==> src/rtl/attn_score_stream_if.sv <==
// ---------------------------------------------------------------------------
// attn_score_stream_if
//   Handshake bundle for the streaming attention score stage.
//   master : producer of K/Q tokens and consumer of scores (upstream/downstream)
//   slave  : the score stage itself
//
//   causal            causal-mask mode, sampled with the first K beat
//   k_valid/k_ready   K token handshake, k_data = TOKEN_DIM packed elements
//   q_valid/q_ready   Q token handshake, q_data packed like k_data
//   s_valid/s_ready   score handshake
//   s_data            scaled, saturated score
//   s_row/s_col       score index
//   s_masked          score forced to 0 by the causal mask
//   s_last            final score of the sequence
// ---------------------------------------------------------------------------
interface attn_score_stream_if #(
    parameter int DATA_WIDTH = 16,
    parameter int TOKEN_DIM  = 4,
    parameter int TOKEN_NUM  = 8
);
    localparam int IDX_W = (TOKEN_NUM > 1) ? $clog2(TOKEN_NUM) : 1;

    logic                            causal;
    logic                            k_valid;
    logic                            k_ready;
    logic [DATA_WIDTH*TOKEN_DIM-1:0] k_data;
    logic                            q_valid;
    logic                            q_ready;
    logic [DATA_WIDTH*TOKEN_DIM-1:0] q_data;
    logic                            s_valid;
    logic                            s_ready;
    logic [DATA_WIDTH-1:0]           s_data;
    logic [IDX_W-1:0]                s_row;
    logic [IDX_W-1:0]                s_col;
    logic                            s_masked;
    logic                            s_last;

    modport master (
        output causal, k_valid, k_data, q_valid, q_data, s_ready,
        input  k_ready, q_ready, s_valid, s_data, s_row, s_col, s_masked, s_last
    );

    modport slave (
        input  causal, k_valid, k_data, q_valid, q_data, s_ready,
        output k_ready, q_ready, s_valid, s_data, s_row, s_col, s_masked, s_last
    );
endinterface

==> src/rtl/attn_score_stream.sv <==
// ---------------------------------------------------------------------------
// attn_score_stream
//   Buffers one sequence of TOKEN_NUM K tokens, then takes Q tokens one at a
//   time and streams S[row][col] = (Q[row].K[col]) >> SCALE_SHIFT, one score
//   per handshake, using a single time-multiplexed MAC. Optional causal mask
//   (col > row) forces a score to 0 without spending MAC cycles on it.
//
//   Ports
//     clk    rising-edge clock
//     rst_n  synchronous active-low reset; also gates all ready/valid outputs
//     bus    attn_score_stream_if.slave (K/Q token inputs, score output)
// ---------------------------------------------------------------------------
module attn_score_stream #(
    parameter int DATA_WIDTH  = 16,
    parameter int FRAC_BITS   = 8,
    parameter int TOKEN_DIM   = 4,
    parameter int TOKEN_NUM   = 8,
    parameter int SCALE_SHIFT = 1
) (
    input  logic                clk,
    input  logic                rst_n,
    attn_score_stream_if.slave  bus
);
    localparam int IDX_W = (TOKEN_NUM > 1) ? $clog2(TOKEN_NUM) : 1;
    localparam int D_W   = (TOKEN_DIM > 1) ? $clog2(TOKEN_DIM) : 1;
    localparam int PROD_W = 2 * DATA_WIDTH;
    // Sum of TOKEN_DIM full-width products cannot overflow this width.
    localparam int ACC_W = PROD_W + $clog2(TOKEN_DIM);
    localparam int SHIFT = FRAC_BITS + SCALE_SHIFT;

    localparam logic [IDX_W-1:0] IDX_LAST = IDX_W'(TOKEN_NUM - 1);
    localparam logic [D_W-1:0]   D_LAST   = D_W'(TOKEN_DIM - 1);

    typedef enum logic [1:0] {LOAD_K, WAIT_Q, CALC, OUT} state_t;

    typedef struct packed {
        logic [DATA_WIDTH-1:0] data;
        logic [IDX_W-1:0]      row;
        logic [IDX_W-1:0]      col;
        logic                  masked;
        logic                  last;
    } score_t;

    typedef logic [TOKEN_DIM-1:0][DATA_WIDTH-1:0] token_t;

    state_t state, state_nxt;

    token_t           kbuf [TOKEN_NUM];
    token_t           qreg;
    logic [IDX_W-1:0] k_cnt;
    logic [IDX_W-1:0] row;
    logic [IDX_W-1:0] col;
    logic [D_W-1:0]   d;
    logic [ACC_W-1:0] acc;
    logic             causal_l;
    score_t           score_q;

    logic k_fire, q_fire, s_fire;
    logic k_ready_w, q_ready_w, s_valid_w;

    logic [PROD_W-1:0] prod;
    logic [ACC_W-1:0]  acc_sum;
    logic [IDX_W-1:0]  col_inc;
    logic              next_masked;

    assign k_fire = bus.k_valid && k_ready_w;
    assign q_fire = bus.q_valid && q_ready_w;
    assign s_fire = s_valid_w && bus.s_ready;

    // Single MAC: one dimension of the current (row, col) pair per CALC cycle.
    assign prod    = PROD_W'(qreg[d]) * PROD_W'(kbuf[col][d]);
    assign acc_sum = acc + ACC_W'(prod);

    // Mask decision for the column that follows the score being handed off.
    assign col_inc     = col + IDX_W'(1);
    assign next_masked = causal_l && (col_inc > row);

    // Drop the fraction and the 1/sqrt(d) shift, then clamp to the data range.
    function automatic logic [DATA_WIDTH-1:0] scale_sat(input logic [ACC_W-1:0] a);
        logic [ACC_W-1:0] sh;
        sh = a >> SHIFT;
        if (|sh[ACC_W-1:DATA_WIDTH]) scale_sat = '1;
        else                         scale_sat = sh[DATA_WIDTH-1:0];
    endfunction

    // ------------------------------------------------------------------
    // State register
    // ------------------------------------------------------------------
    always_ff @(posedge clk) begin
        if (!rst_n) state <= LOAD_K;
        else        state <= state_nxt;
    end

    // ------------------------------------------------------------------
    // Next state and handshake decode. Readies/valid depend only on the
    // registered state; rst_n holds them low while reset is asserted.
    // ------------------------------------------------------------------
    always_comb begin
        state_nxt = state;
        k_ready_w = 1'b0;
        q_ready_w = 1'b0;
        s_valid_w = 1'b0;
        if (rst_n) begin
            unique case (state)
                LOAD_K: k_ready_w = 1'b1;
                WAIT_Q: q_ready_w = 1'b1;
                OUT:    s_valid_w = 1'b1;
                default: ;
            endcase
        end
        unique case (state)
            LOAD_K: if (k_fire && k_cnt == IDX_LAST) state_nxt = WAIT_Q;
            // Column 0 can never satisfy col > row, so a new row always computes.
            WAIT_Q: if (q_fire) state_nxt = CALC;
            CALC:   if (d == D_LAST) state_nxt = OUT;
            OUT: begin
                if (s_fire) begin
                    if (col != IDX_LAST)      state_nxt = next_masked ? OUT : CALC;
                    else if (row != IDX_LAST) state_nxt = WAIT_Q;
                    else                      state_nxt = LOAD_K;
                end
            end
            default: state_nxt = LOAD_K;
        endcase
    end

    // ------------------------------------------------------------------
    // Token storage. Contents are don't-care until rewritten, so no reset.
    // ------------------------------------------------------------------
    always_ff @(posedge clk) begin
        if (rst_n && state == LOAD_K && k_fire) kbuf[k_cnt] <= bus.k_data;
        if (rst_n && state == WAIT_Q && q_fire) qreg <= bus.q_data;
    end

    // ------------------------------------------------------------------
    // Counters, accumulator and registered score
    // ------------------------------------------------------------------
    always_ff @(posedge clk) begin
        if (!rst_n) begin
            k_cnt    <= '0;
            row      <= '0;
            col      <= '0;
            d        <= '0;
            acc      <= '0;
            causal_l <= 1'b0;
            score_q  <= '0;
        end else begin
            unique case (state)
                LOAD_K: begin
                    if (k_fire) begin
                        if (k_cnt == '0) causal_l <= bus.causal;
                        if (k_cnt == IDX_LAST) begin
                            k_cnt <= '0;
                            row   <= '0;
                        end else begin
                            k_cnt <= k_cnt + IDX_W'(1);
                        end
                    end
                end
                WAIT_Q: begin
                    if (q_fire) begin
                        col <= '0;
                        acc <= '0;
                        d   <= '0;
                    end
                end
                CALC: begin
                    acc <= acc_sum;
                    if (d == D_LAST) begin
                        d            <= '0;
                        // Last product is folded in here so the score is ready
                        // on the same edge the FSM enters OUT.
                        score_q.data   <= scale_sat(acc_sum);
                        score_q.row    <= row;
                        score_q.col    <= col;
                        score_q.masked <= 1'b0;
                        score_q.last   <= (row == IDX_LAST) && (col == IDX_LAST);
                    end else begin
                        d <= d + D_W'(1);
                    end
                end
                OUT: begin
                    if (s_fire) begin
                        if (col != IDX_LAST) begin
                            col <= col_inc;
                            acc <= '0;
                            d   <= '0;
                            // A masked score skips CALC, so load it directly.
                            if (next_masked) begin
                                score_q.data   <= '0;
                                score_q.row    <= row;
                                score_q.col    <= col_inc;
                                score_q.masked <= 1'b1;
                                score_q.last   <= (row == IDX_LAST) && (col_inc == IDX_LAST);
                            end
                        end else if (row != IDX_LAST) begin
                            row <= row + IDX_W'(1);
                        end else begin
                            row <= '0;
                            col <= '0;
                        end
                    end
                end
                default: ;
            endcase
        end
    end

    assign bus.k_ready  = k_ready_w;
    assign bus.q_ready  = q_ready_w;
    assign bus.s_valid  = s_valid_w;
    assign bus.s_data   = score_q.data;
    assign bus.s_row    = score_q.row;
    assign bus.s_col    = score_q.col;
    assign bus.s_masked = score_q.masked;
    assign bus.s_last   = score_q.last;
endmodule
==> src/flat_wrapper.sv <==
// flat-port wrapper written by rule: the top's interface ports become plain ports
module attn_score_stream_flat 
#(
    parameter int DATA_WIDTH  = 16,
    parameter int FRAC_BITS   = 8,
    parameter int TOKEN_DIM   = 4,
    parameter int TOKEN_NUM   = 8,
    parameter int SCALE_SHIFT = 1
)
  (clk, rst_n, bus_causal, bus_k_valid, bus_k_data, bus_q_valid, bus_q_data, bus_s_ready, bus_k_ready, bus_q_ready, bus_s_valid, bus_s_data, bus_s_row, bus_s_col, bus_s_masked, bus_s_last);
  attn_score_stream_if #(.DATA_WIDTH(DATA_WIDTH), .TOKEN_DIM(TOKEN_DIM), .TOKEN_NUM(TOKEN_NUM)) bus_i ();
  input  logic clk;
  input  logic rst_n;
  input wire logic [$bits(bus_i.causal)-1:0] bus_causal;
  input wire logic [$bits(bus_i.k_valid)-1:0] bus_k_valid;
  input wire logic [$bits(bus_i.k_data)-1:0] bus_k_data;
  input wire logic [$bits(bus_i.q_valid)-1:0] bus_q_valid;
  input wire logic [$bits(bus_i.q_data)-1:0] bus_q_data;
  input wire logic [$bits(bus_i.s_ready)-1:0] bus_s_ready;
  output wire logic [$bits(bus_i.k_ready)-1:0] bus_k_ready;
  output wire logic [$bits(bus_i.q_ready)-1:0] bus_q_ready;
  output wire logic [$bits(bus_i.s_valid)-1:0] bus_s_valid;
  output wire logic [$bits(bus_i.s_data)-1:0] bus_s_data;
  output wire logic [$bits(bus_i.s_row)-1:0] bus_s_row;
  output wire logic [$bits(bus_i.s_col)-1:0] bus_s_col;
  output wire logic [$bits(bus_i.s_masked)-1:0] bus_s_masked;
  output wire logic [$bits(bus_i.s_last)-1:0] bus_s_last;
  assign bus_i.causal = bus_causal;
  assign bus_i.k_valid = bus_k_valid;
  assign bus_i.k_data = bus_k_data;
  assign bus_i.q_valid = bus_q_valid;
  assign bus_i.q_data = bus_q_data;
  assign bus_i.s_ready = bus_s_ready;
  assign bus_k_ready = bus_i.k_ready;
  assign bus_q_ready = bus_i.q_ready;
  assign bus_s_valid = bus_i.s_valid;
  assign bus_s_data = bus_i.s_data;
  assign bus_s_row = bus_i.s_row;
  assign bus_s_col = bus_i.s_col;
  assign bus_s_masked = bus_i.s_masked;
  assign bus_s_last = bus_i.s_last;
  attn_score_stream #(.DATA_WIDTH(DATA_WIDTH), .FRAC_BITS(FRAC_BITS), .TOKEN_DIM(TOKEN_DIM), .TOKEN_NUM(TOKEN_NUM), .SCALE_SHIFT(SCALE_SHIFT)) u_core (.clk(clk), .rst_n(rst_n), .bus(bus_i));
endmodule
==> config.mk <==
export PLATFORM = sky130hd
export DESIGN_NAME = attn_score_stream_flat
export DESIGN_NICKNAME = d
export VERILOG_FILES = /design/src/rtl/attn_score_stream_if.sv /design/src/rtl/attn_score_stream.sv /design/src/flat_wrapper.sv
export SDC_FILE = /design/constraint.sdc
export NUM_CORES = 1
export LEC_CHECK = 0
export BUFFER_PORTS_ARGS = -buffer_cell sky130_fd_sc_hd__buf_2
export CELL_PAD_IN_SITES_DETAIL_PLACEMENT = 0
export CELL_PAD_IN_SITES_GLOBAL_PLACEMENT = 1
export CORE_UTILIZATION = 50
export CTS_BUF_LIST = sky130_fd_sc_hd__clkbuf_8
export DETAILED_ROUTE_END_ITERATION = 10
export GPL_ROUTABILITY_DRIVEN = 0
export GPL_TIMING_DRIVEN = 1
export PLACE_DENSITY_LB_ADDON = 0.1
export SETUP_SLACK_MARGIN = 0.2
export SKIP_LAST_GASP = 1
export SLEW_MARGIN = 20
export SYNTH_ARGS = -nofsm -noshare
export SYNTH_HDL_FRONTEND = slang
export SYNTH_SLANG_ARGS = --single-unit
==> constraint.sdc <==
create_clock -name clk -period 22.6 [get_ports clk]
set_input_delay 4.52 -clock clk [delete_from_list [all_inputs] [get_ports clk]]
set_output_delay 4.52 -clock clk [all_outputs]
set_load 0.1 [all_outputs]
==> flow_summary.ini, run 1 <==
[worst_setup_path]
worst-endpoint-required_ns = 18.08
timing.setup.critical_path_class = in2out
path_max_fanout = 8
worstSetupStartpointType = input pin
worst-r2r-cell-count = 26
cp.arrival_ns = 5.56
critPathLaunch = rst_n
critical_path.endpoint_type = output pin

[cts]
cts_buffer_depth = 3
ctsRootBufferMaster = sky130_fd_sc_hd__clkbuf_8
ctsHoldBuffers = 0
worst_setup_hold_path_clk_slew_ns = 0.05
cts.sink_count = 651
clk_latency_ns = 0.74
cts-htree-levels = 3
cts_inserted_buffers = 104
cts-resized-gates = 0
tritoncts = built
postCtsSetupRepairBufs = 0

[floorplan]
die_height_um = 265
die-area_mm2 = 0.0703
boundaryPins = 161
chip_width_um = 265
start_util = 0.505
coreArea_mm2 = 0.0686
num_rows = 96

[cells_and_area]
most-common-layout-cells = sky130_fd_sc_hd__edfxtp_1 (576), sky130_fd_sc_hd__inv_1 (390), sky130_fd_sc_hd__fa_1 (226), sky130_fd_sc_hd__mux4_2 (175), sky130_fd_sc_hd__nand2_1 (169)
layout_commonest_cell = sky130_fd_sc_hd__edfxtp_1
syn_to_final_growth_pct = 10.9
layout-drive-gt1-share = 0.209
fin_nets = 2992
fin_util = 0.560

[power]
ir_drop_uv = 71.1
p_leak_uw = 0.0146
power.density_mw_per_mm2 = 81.7

[synthesis]
post_synth_inst_count = 2322
proportion_of_register_bits_with_asynchronous_set_or_reset_after_synthesis = 0
synth_flop_cell = sky130_fd_sc_hd__edfxtp_1
synth_enable_flop_cells = 576
post_synth_instance_area_mm2 = 0.0346
ys.warnings.count = 0
ys_seq_area_frac = 0.543
postSynthRegisterBits = 651
postSynthAreaPerCell_um2 = 14.9
unique_masters_post_synth = 73
synth_nets = 2800

[timing]
setup_viol = 0
slew_violations = 0
tightestPinTransition_ns = 0.983
layout_min_cycle_time_ns = 10.08
hold_viol_final = 0
grt_setup_unrepaired = false
maximum_clock_rate_mhz = 99.3
finalClockSkew_ns = 0.0555
post_route_clock_period_utilization = 0.446
maxSlewHeadroom = 0.344
fin_tns_setup_ns = 0

[detailed_routing]
post-route-drc-count = 0
ant_nets = 0
drt_iter0_markers = 1153
vias_per_cell = 5.42
wl_per_cell_um = 21.3
drt-pass1-iter-count = 5
vias = 19100
wl_um = 75300

[grt]
maximum_number_of_pins_on_one_net_before_global_route_repair = 96
via_count_of_the_first_global_routing_pass = 20600
wire_length_of_the_first_global_routing_pass_um = 118000
grt_antenna_before_repair = 11
globalRoute.totalOverflow = 0
grt_util_all_layers = 0.221

[run]
drv.max_cap_violation_count = 0

[worst_hold_path]
hold-path-cell-count = 2
worst_hold_path_type = reg2reg
hold_start = u_core.bus.s_col[2]$_SDFFE_PN0P_

[placement]
placement.io_buffers = 160
place_hpwl_um = 49500

[status]
run_status = completed
## final cells by class
| type | count | area (um2) |
|---|---|---|
| fillers | 5619 | 30200 |
| flip-flops and latches | 651 | 18800 |
| multi-input cells | 1217 | 14100 |
| clock buffers | 108 | 1490 |
| inverters | 354 | 1330 |
| well taps | 931 | 1160 |
| repair buffers | 186 | 1010 |
| clock inverters | 81 | 495 |
| diodes | 2 | 5.00 |
## routing by layer
metal | part of all wire | vias to the layer above | wire length, um | GRT usage
met3 | 0.047 | 138 | 3530 | 0.0405
met4 | 0.023 | 12 | 1740 | 0.0608
li1 | - | 8623 | - | -
met2 | 0.52 | 410 | 39100 | 0.387
met1 | 0.41 | 9957 | 30900 | 0.284
met5 | 0.0010 | - | 79 | 0
## worst paths after layout
kind	endpoint	slack [ns]
hold reg to reg	u_core.bus.s_col[2]$_SDFFE_PN0P_	0.49
hold / removal	u_core.bus.s_col[2]$_SDFFE_PN0P_	0.49
setup reg to reg	u_core.bus.s_data[1]$_SDFFE_PN0P_	12.84
setup / recovery	bus_k_ready	12.52
## kinds of logic after synthesis
group,after synthesis,share of synthesized area
multiplexers,203,0.122
flip-flops,651,0.543
buffers and inverters,454,0.0522
AO/OA/AOI/OAI,179,0.0352
XOR/XNOR,30,0.00802
AND/OR/NAND/NOR,461,0.0659
adder cells (fa/ha/maj),344,0.173
## power by group
part	internal [uW]	total (uW)	leakage, uW	switching, uW
clock	485	951	0.00114	466
sequential	1320	1320	0.00581	2.35
combinational	320	866	0.00760	546
total	2120	3140	0.0146	1010
## registers in the layout, summed over array words and instances, names as in the netlist, named ones only
signal / cells
u_core.bus.s_masked: 1
u_core.bus.s_row: 3
u_core.kbuf: 512
u_core.causal_l: 1
u_core.k_cnt: 3
u_core.bus.s_data: 16
u_core.row: 3
u_core.bus.s_last: 1
u_core.d: 2
u_core.bus.s_col: 3
u_core.col: 3
u_core.acc: 34
u_core.qreg: 64
u_core.state: 2
## through the flow
step / setup slack [ns] / hold slack (ns) / cells / power [uW] / instance area, um2
after floorplan: 10.49 / 0.452 / 2322 / 1970 / 34600
after global placement: 12.54 / 0.466 / 3339 / 2220 / 36400
after detailed placement: 12.54 / 0.482 / 3339 / 2220 / 36400
after CTS: 12.53 / 0.497 / 3528 / 3190 / 38400
after global routing: 12.24 / 0.527 / 3530 / 3330 / 38400
final: 12.52 / 0.489 / 3530 / 3140 / 38400
## cells in the mapped netlist (all sizes together) (10+ instances only)
master  count  share of area
a211oi     11         0.0025
a21o       10         0.0022
a21oi      55         0.0083
a22oi      38         0.0082
a31oi      12         0.0023
and2       32         0.0058
and3       10         0.0020
buf        35         0.0053
clkbuf     65         0.0085
dfxtp      75          0.043
edfxtp    576           0.50
fa        226           0.13
ha        118          0.043
inv       354          0.038
mux2       13         0.0042
mux2i      15         0.0043
mux4      175           0.11
nand2     169          0.018
nand2b     35         0.0064
nand3      14         0.0020
nor2       88         0.0095
nor2b      78          0.014
nor3       10         0.0014
o21ai      17         0.0025
o22ai      10         0.0018
xnor2      19         0.0050
xor2       11         0.0030
## critical path: stages
cell and delay (ns):
sky130_fd_sc_hd__buf_2 0.16, sky130_fd_sc_hd__inv_2 0.10, sky130_fd_sc_hd__nor3_1 0.27, sky130_fd_sc_hd__buf_2 0.49
Note: power is estimated with default switching activity, not from simulation.
==> run 2, diff against run 1 <==
Clock period 22.6 ns to 10 ns, I/O delays scaled along.
==> flow_summary.ini, run 2 (synthesis gave the netlist of run 1 again) <==
[status]
run_status = completed

[grt]
grt_antenna_before_repair = 12
wire_length_of_the_first_global_routing_pass_um = 120000
maximum_number_of_pins_on_one_net_before_global_route_repair = 65
via_count_of_the_first_global_routing_pass = 20800
grt_util_all_layers = 0.227
globalRoute.totalOverflow = 0

[timing]
tightestPinTransition_ns = 1.04
post_route_clock_period_utilization = 0.906
grt_setup_unrepaired = false
hold_viol_final = 0
maxSlewHeadroom = 0.305
setup_viol = 0
slew_violations = 0
maximum_clock_rate_mhz = 110
layout_min_cycle_time_ns = 9.06
finalClockSkew_ns = 0.0337
fin_tns_setup_ns = 0

[placement]
placement.io_buffers = 160
place_hpwl_um = 51900

[cts]
ctsHoldBuffers = 0
worst_setup_hold_path_clk_slew_ns = 0.06
cts_buffer_depth = 3
clk_latency_ns = 0.73
cts-resized-gates = 0
cts.sink_count = 651
tritoncts = built
cts-htree-levels = 3
cts_inserted_buffers = 107
postCtsSetupRepairBufs = 0
ctsRootBufferMaster = sky130_fd_sc_hd__clkbuf_8

[cells_and_area]
fillers = 5639
regMostFlops = u_core.kbuf
syn_to_final_growth_pct = 11.4
most-common-layout-cells = sky130_fd_sc_hd__edfxtp_1 (576), sky130_fd_sc_hd__inv_1 (388), sky130_fd_sc_hd__fa_1 (226), sky130_fd_sc_hd__mux4_2 (175), sky130_fd_sc_hd__nand2_1 (168)
largest_reg_flops = 512
seq_area_mm2 = 0.0188
layout_commonest_cell = sky130_fd_sc_hd__edfxtp_1
layout-drive-gt1-share = 0.217
multi_input_comb_area_mm2 = 0.0141
reg_top3 = u_core.kbuf (512), u_core.qreg (64), u_core.acc (34)
fin_nets = 3007

[worst_hold_path]
worst_hold_path_type = reg2reg

[detailed_routing]
ant_nets = 0
wl_per_cell_um = 21.9
wl_um = 77500
post-route-drc-count = 0
drt_iter0_markers = 1019
vias = 19200
drt-pass1-iter-count = 5
vias_per_cell = 5.41

[power]
design_power_total_uw = 7170
p_leak_uw = 0.0147
ir_drop_uv = 140
power.density_mw_per_mm2 = 186

[floorplan]
coreArea_mm2 = 0.0686
die_height_um = 265
start_util = 0.505
chip_width_um = 265
die-area_mm2 = 0.0703
num_rows = 96
boundaryPins = 161

[worst_setup_path]
cp.arrival_ns = 9.63
worst-r2r-cell-count = 24
worst-endpoint-required_ns = 10.57
critical_path_destination = u_core.bus.s_data[3]$_SDFFE_PN0P_
timing.setup.critical_path_class = reg2reg
regToRegSetupSlack_ns = 0.94
path_max_fanout = 24
worstSetupStartpointType = register
r2r-end = u_core.bus.s_data[3]$_SDFFE_PN0P_
critical_path.endpoint_type = register

[run]
drv.max_cap_violation_count = 0
[run 2: routing by layer]
layer / track usage / share of wire / vias to the layer above
met5: 0 / 0.00094 / -
met4: 0.0691 / 0.022 / 10
met3: 0.0347 / 0.040 / 121
met2: 0.394 / 0.52 / 420
met1: 0.294 / 0.42 / 9993
li1: - / - / 8645
[run 2: layout make-up]
cell class,instances,area share
Tap cell,931,0.0302
Inverter,354,0.0344
Clock buffer,112,0.0400
Antenna cell,4,0.000259
Multi-Input combinational cell,1217,0.365
Sequential cell,651,0.488
Timing Repair Buffer,198,0.0301
Clock inverter,77,0.0123
[run 2: worst min-delay path by stage]
stage                                           startpoint                          endpoint  slack (ns)  depth (start not counted)
final                     u_core.bus.s_col[2]$_SDFFE_PN0P_  u_core.bus.s_col[2]$_SDFFE_PN0P_        0.48                          2
after global routing            u_core.acc[4]$_SDFFE_PN0P_        u_core.acc[4]$_SDFFE_PN0P_        0.52                          2
after CTS                 u_core.bus.s_col[2]$_SDFFE_PN0P_  u_core.bus.s_col[2]$_SDFFE_PN0P_        0.48                          2
after detailed placement  u_core.bus.s_col[2]$_SDFFE_PN0P_  u_core.bus.s_col[2]$_SDFFE_PN0P_        0.47                          2
after global placement    u_core.bus.s_row[2]$_SDFFE_PN0P_  u_core.bus.s_row[2]$_SDFFE_PN0P_        0.47                          2
after floorplan               u_core.causal_l$_SDFFE_PN0P_      u_core.causal_l$_SDFFE_PN0P_        0.45                          2
[run 2: critical path, cell delays in order, from the launching register on]
cell and delay (ns):
sky130_fd_sc_hd__dfxtp_4 0.71, sky130_fd_sc_hd__buf_4 0.32, sky130_fd_sc_hd__mux4_2 0.52, sky130_fd_sc_hd__mux4_2 0.50, sky130_fd_sc_hd__mux2_2 0.46, sky130_fd_sc_hd__and2_1 0.25, sky130_fd_sc_hd__fa_1 0.53, sky130_fd_sc_hd__inv_1 0.05
sky130_fd_sc_hd__fa_1 0.44, sky130_fd_sc_hd__fa_1 0.43, sky130_fd_sc_hd__inv_1 0.09, sky130_fd_sc_hd__fa_1 0.44, sky130_fd_sc_hd__fa_1 0.55, sky130_fd_sc_hd__inv_1 0.05, sky130_fd_sc_hd__fa_1 0.47, sky130_fd_sc_hd__inv_1 0.05
sky130_fd_sc_hd__ha_1 0.38, sky130_fd_sc_hd__nand3_1 0.23, sky130_fd_sc_hd__a2111oi_2 0.58, sky130_fd_sc_hd__o21bai_1 0.25, sky130_fd_sc_hd__o31a_1 0.39, sky130_fd_sc_hd__mux2i_1 0.14, sky130_fd_sc_hd__or4_4 0.43, sky130_fd_sc_hd__nor4_4 0.47
sky130_fd_sc_hd__o22ai_1 0.15
[run 2: power breakdown]
| group | total (uW) | switching (uW) | internal (uW) |
|---|---|---|---|
| Combinational | 1990 | 1270 | 724 |
| Clock | 2190 | 1070 | 1130 |
| Sequential | 2980 | 5.39 | 2980 |
| Total | 7170 | 2340 | 4830 |
[run 2: per-stage QoR]
stage	instances	utilization	worst slack, ns	hold slack (ns)	instance area [um2]
after floorplan	2322	-	0.414	0.452	34600
after global placement	3351	0.533	1.09	0.466	36500
after detailed placement	3351	0.533	0.959	0.470	36500
after CTS	3540	0.562	0.920	0.484	38600
after global routing	3543	0.562	0.524	0.521	38600
final	3544	0.562	0.941	0.481	38600
